`src/rtl/alu_arbiter.sv`:
```
// ============================================================================
// Module      : alu_arbiter
// Description : Round-robin sharing of one combinational ALU between two
//               requesters, with a registered issue stage and a valid/ready
//               result return channel.
// Revision    : 1.0 - initial release
// ============================================================================
`default_nettype none

module alu_arbiter #(
    parameter int WIDTH       = 32,
    parameter int CTL_W       = 7,
    parameter int EXEC_CYCLES = 1
) (
    input  logic             clk,
    input  logic             rst_n,
    input  logic             req0_valid,
    output logic             req0_ready,
    input  logic [WIDTH-1:0] req0_A,
    input  logic [WIDTH-1:0] req0_B,
    input  logic [CTL_W-1:0] req0_ctl,
    input  logic             req1_valid,
    output logic             req1_ready,
    input  logic [WIDTH-1:0] req1_A,
    input  logic [WIDTH-1:0] req1_B,
    input  logic [CTL_W-1:0] req1_ctl,
    output logic [WIDTH-1:0] alu_A,
    output logic [WIDTH-1:0] alu_B,
    output logic [CTL_W-1:0] alu_ctl,
    input  logic [WIDTH-1:0] alu_out,
    input  logic             alu_branch,
    output logic             rsp_valid,
    input  logic             rsp_ready,
    output logic             rsp_id,
    output logic [WIDTH-1:0] rsp_result,
    output logic             rsp_branch,
    output logic             busy
);

    typedef enum logic [1:0] {
        S_IDLE = 2'd0,
        S_EXEC = 2'd1,
        S_RESP = 2'd2
    } state_t;

    localparam logic [3:0] C_CNT_INIT = 4'(EXEC_CYCLES - 1);

    state_t           state_q,      state_d;
    logic [3:0]       cnt_q,        cnt_d;
    logic             last_grant_q, last_grant_d;
    logic [WIDTH-1:0] alu_a_q,      alu_a_d;
    logic [WIDTH-1:0] alu_b_q,      alu_b_d;
    logic [CTL_W-1:0] alu_ctl_q,    alu_ctl_d;
    logic             rsp_valid_q,  rsp_valid_d;
    logic             rsp_id_q,     rsp_id_d;
    logic [WIDTH-1:0] rsp_result_q, rsp_result_d;
    logic             rsp_branch_q, rsp_branch_d;

    logic             gnt_valid;
    logic             gnt_id;

    // Under contention the port that did not win last time is preferred.
    always_comb begin
        gnt_valid = 1'b0;
        gnt_id    = 1'b0;
        if (req0_valid && req1_valid) begin
            gnt_valid = 1'b1;
            gnt_id    = ~last_grant_q;
        end else if (req0_valid) begin
            gnt_valid = 1'b1;
            gnt_id    = 1'b0;
        end else if (req1_valid) begin
            gnt_valid = 1'b1;
            gnt_id    = 1'b1;
        end
    end

    assign req0_ready = (state_q == S_IDLE) && gnt_valid && !gnt_id;
    assign req1_ready = (state_q == S_IDLE) && gnt_valid &&  gnt_id;

    always_comb begin
        state_d      = state_q;
        cnt_d        = cnt_q;
        last_grant_d = last_grant_q;
        alu_a_d      = alu_a_q;
        alu_b_d      = alu_b_q;
        alu_ctl_d    = alu_ctl_q;
        rsp_valid_d  = rsp_valid_q;
        rsp_id_d     = rsp_id_q;
        rsp_result_d = rsp_result_q;
        rsp_branch_d = rsp_branch_q;

        case (state_q)
            S_IDLE: begin
                // A grant always coincides with a transfer: grant implies valid.
                if (gnt_valid) begin
                    alu_a_d      = gnt_id ? req1_A   : req0_A;
                    alu_b_d      = gnt_id ? req1_B   : req0_B;
                    alu_ctl_d    = gnt_id ? req1_ctl : req0_ctl;
                    rsp_id_d     = gnt_id;
                    last_grant_d = gnt_id;
                    cnt_d        = C_CNT_INIT;
                    state_d      = S_EXEC;
                end
            end
            S_EXEC: begin
                if (cnt_q != 4'd0) begin
                    cnt_d = cnt_q - 4'd1;
                end else begin
                    rsp_result_d = alu_out;
                    rsp_branch_d = alu_branch;
                    rsp_valid_d  = 1'b1;
                    state_d      = S_RESP;
                end
            end
            S_RESP: begin
                if (rsp_ready) begin
                    rsp_valid_d = 1'b0;
                    state_d     = S_IDLE;
                end
            end
            default: begin
                rsp_valid_d = 1'b0;
                state_d     = S_IDLE;
            end
        endcase
    end

    always_ff @(posedge clk or negedge rst_n) begin
        if (!rst_n) begin
            state_q      <= S_IDLE;
            cnt_q        <= 4'd0;
            last_grant_q <= 1'b1;
            alu_a_q      <= '0;
            alu_b_q      <= '0;
            alu_ctl_q    <= '0;
            rsp_valid_q  <= 1'b0;
            rsp_id_q     <= 1'b0;
            rsp_result_q <= '0;
            rsp_branch_q <= 1'b0;
        end else begin
            state_q      <= state_d;
            cnt_q        <= cnt_d;
            last_grant_q <= last_grant_d;
            alu_a_q      <= alu_a_d;
            alu_b_q      <= alu_b_d;
            alu_ctl_q    <= alu_ctl_d;
            rsp_valid_q  <= rsp_valid_d;
            rsp_id_q     <= rsp_id_d;
            rsp_result_q <= rsp_result_d;
            rsp_branch_q <= rsp_branch_d;
        end
    end

    assign alu_A      = alu_a_q;
    assign alu_B      = alu_b_q;
    assign alu_ctl    = alu_ctl_q;
    assign rsp_valid  = rsp_valid_q;
    assign rsp_id     = rsp_id_q;
    assign rsp_result = rsp_result_q;
    assign rsp_branch = rsp_branch_q;
    assign busy       = (state_q != S_IDLE);

    // The settle counter is 4 bits wide, so only 1..15 is meaningful.
    if (EXEC_CYCLES < 1 || EXEC_CYCLES > 15) begin : g_exec_range_chk
        always_ff @(posedge clk) begin
            assert (1'b0) else $error("alu_arbiter: EXEC_CYCLES=%0d outside 1..15", EXEC_CYCLES);
        end
    end

endmodule

`default_nettype wire

```
`config.mk`:
```
export PLATFORM = sky130hd
export DESIGN_NAME = alu_arbiter
export DESIGN_NICKNAME = d
export VERILOG_FILES = /design/src/rtl/alu_arbiter.sv
export SDC_FILE = /design/constraint.sdc
export NUM_CORES = 1
export LEC_CHECK = 0
export CAP_MARGIN = 25
export CORE_MARGIN = 2
export CORE_UTILIZATION = 34
export DETAILED_ROUTE_END_ITERATION = 6
export GPL_ROUTABILITY_DRIVEN = 0
export PLACE_DENSITY = 0.76
export SETUP_SLACK_MARGIN = 0.1
export SLEW_MARGIN = 5
export SYNTH_ARGS = -nofsm -noshare
export SYNTH_HDL_FRONTEND = slang
export SYNTH_SLANG_ARGS = --single-unit
export TNS_END_PERCENT = 100
```
`constraint.sdc`:
```
create_clock -name clk -period 1.5 [get_ports clk]
set_input_delay 0.15 -clock clk [delete_from_list [all_inputs] [get_ports clk]]
set_output_delay 0.15 -clock clk [all_outputs]
set_load 0.02 [all_outputs]
```
==> qor.yml <==
syn-cell-area_um2: 4960
place_hpwl_um: 11900
end_kind: "register"
clk_path_buf_depth: 2
wire_per_inst_um: 23.5
cp-endpoint: "rsp_result[27]$_DFFE_PN0P_"
cp_slowest_stage_delay_ns: 0.39
dp.cells: 824
cts.sinks: 113
fin_cells: 894
synth_area_leaders: "dfrtp_1 (56%), a221o_1 (14%), a21boi_0 (8.0%)"
fp.dieW_um: 125
core_um2: 14400
cts_tree: "yes"
critPathTopFamily: "simple AND/OR/NAND/NOR gates"
die_h_um: 125
synth_cells: 364
ir_worst_vdd_mv: 1.14
drt-initial-drc-count: 317
cts-root-buf: "clkbuf_16"
io_buffers: 288
grt_pass1_vias: 5235
n_antenna_cell: 0
async_flop_share_pct: 100
htreeDepth: 4
antenna_found_initial: 0
nNetsFinal: 879
met3_usage_pct: 6.79
final-setup-viol-count: 107
cellPowerDensity_nw_per_um2: 2190
r2r_end: "rsp_result[27]$_DFFE_PN0P_"
die_area_um2: 15600
period_share_pct: 107
track_usage_pct: 24.5
startpoint: "cnt_q[0]$_DFFE_PN0P_"
fin_skew_ns: 0.00955
totalWireLength_um: 21100
worstSetupPathType: "reg2reg"
met1_usage_pct: 27.9
yosysWarnings: 0
violations: "negative setup slack"
worstSkewPairLatency_ns: 0.42
finalCriticalPeriod_ns: 1.61
cp.required_ns: 1.79
final-max-slew-violation-count: 0
leakage_nw: 4.22
power_mw: 20.6
yosysMostFrequentCell: "dfrtp_1"
cp_slowest_cell: "dfrtp_1"
synth_edf_count: 0
r2r_slack_ns: -0.11
start_util_pct: 34.4
met2_usage_pct: 42.7
yosysSeqAreaShare_pct: 57.0
status: "complete, but fails checks"
synth_nets: 546
fin_hold_ws_ns: 0.186
max_freq_mhz: 621
rsz0062_at_grt: "yes"
dr_total_vias: 4950
r2r_start: "cnt_q[0]$_DFFE_PN0P_"
drive_gt1_share_pct: 21.7
clkTransAtPathRegs_ns: 0.06
crit_chain: "inv_2 -> ha_4 -> nor3b_4 -> nand3_4 -> buf_12 -> mux2_4"
first_pass_iters: 5
placement_rows: 44
synthFlopType: "dfrtp_1"
synth_area_leader_cell: "dfrtp_1"
synth_commonest_cells: "dfrtp_1 (112), a221o_1 (71), a21boi_0 (53), mux2_2 (29), a21boi_1 (19)"
grt.busiest_layer: "met2"
synth_top_area_share_pct: 56.5
cp-start-kind: "register"
postSynthAreaPerCell_um2: 13.6
crit_buf_inv: 2
crit_arrival_ns: 1.90
layout_setup_ws_ns: -0.110
maxSlewHeadroom_pct: 73.6
tightest_slew_ns: 0.394
cp.depth: 6
grt_pass1_wl_um: 29300
drtAntennaViolNets: 0
finalHoldViolCount: 0
path_max_fanout: 14
avgViaCountPerCell: 5.54
grt_max_degree: 57
gr-total-overflow: 0
drc: 0
ys_types: 32
synth-seq-cells: 113
reg2reg_depth: 6
area_delta_synth_final_pct: 90.0
drv_cap: 0
io_pins: 289
numCtsBuffers: 17
min_path_type: "in2async"
## power breakdown
group	switching, mW	internal, mW	leakage [nW]	total (mW)
clock	1.58	2.80	0.300	4.38
combinational	5.33	5.54	2.54	10.9
sequential	0.807	4.57	1.38	5.37
## state kept, by name, summed over array words and instances (netlist names)
register      flops
rsp_id            1
cnt_q             4
alu_ctl           7
rsp_valid         1
rsp_result       32
last_grant_q      1
alu_A            32
state_q           2
alu_B            32
rsp_branch        1
## worst register-to-register path, cell delays in order, from the launching register on
cell and delay [ns]:
dfrtp_1 0.39, inv_2 0.09, ha_4 0.14, nor3b_4 0.26
nand3_4 0.14, buf_12 0.18, mux2_4 0.30
## repair_timing
| item | 4_1_cts | 5_1_grt |
|---|---|---|
| pin swaps | 7 | 16 |
| hold buffers | 1 | 0 |
| gates cloned | 8 | 11 |
| setup endpoints to repair | 212 | 113 |
| setup buffers | 14 | 9 |
| endpoints found under the hold margin | 105 | 0 |
| resized for setup | 167 | 32 |
## stage by stage
stage | area, µm² | setup WS (ns) | utilization, % | TNS (ns)
global placement | 8120 | -0.226 | 56.3 | -16.30
floorplan | 5020 | -0.124 | - | -2.68
global route | 9430 | -0.165 | 65.4 | -11.12
finish | 9430 | -0.110 | 65.4 | -6.24
CTS | 9110 | -0.0954 | 63.2 | -4.45
detailed placement | 8120 | -0.218 | 56.3 | -16.36
## cell families after synthesis
family,count (synthesis),synth area share (%)
DFF,113,57.0
buffers and inverters,42,5.34
muxes,34,7.99
AOI/OAI and AO/OA,154,26.6
and+or+nand+nor,19,2.60
adders and majority gates,2,0.504
## worst min-delay path by stage
stage	start	endpoint	slack (ns)	cells after the start
final	rst_n	alu_B[20]$_DFFE_PN0P_	0.19	2
after detailed placement	rst_n	alu_B[12]$_DFFE_PN0P_	0.07	1
after global placement	rst_n	alu_B[12]$_DFFE_PN0P_	0.07	1
after CTS	rst_n	alu_B[20]$_DFFE_PN0P_	0.18	2
after global routing	rst_n	alu_B[20]$_DFFE_PN0P_	0.21	2
after floorplan	rst_n	alu_A[0]$_DFFE_PN0P_	-0.15	0
## routing by layer
| layer | share of wire [%] | vias to the layer above | routed length (µm) |
|---|---|---|---|
| li1 | - | 2100 | - |
| met1 | 37 | 2486 | 7840 |
| met2 | 50 | 305 | 10600 |
| met3 | 8.3 | 59 | 1740 |
| met4 | 4.0 | 0 | 848 |
| met5 | 0 | - | 0 |
## cells in the final DEF, fill, tap and decap left out, drive strengths merged
cell type,instances
inv,8
or4,1
and3,2
clkinvlp,3
mux2i,1
clkdlybuf4s50,178
clkbuf,25
dlygate4sd3,1
nand3,2
nor3,3
nor2b,1
o21ai,6
nand2,3
a21o,2
or2,1
o31ai,1
dfstp,1
or3,1
nor2,2
ha,2
o311ai,1
nand2b,2
nor3b,1
dfrtp,112
a221o,71
mux2,33
clkinv,6
a211oi,1
bufinv,4
dlygate4sd2,106
a21boi,72
buf,57
## layout make-up
cell class                      instances  area [µm²]
Sequential cell                       113        2830
Tap cell                              184         230
Clock buffer                           17         425
Fill cell                            1115        4990
Inverter                                6        22.5
Clock inverter                         15         209
Multi-Input combinational cell        209        1970
Timing Repair Buffer                  350        3740
Power figures use the tool's default switching activity.
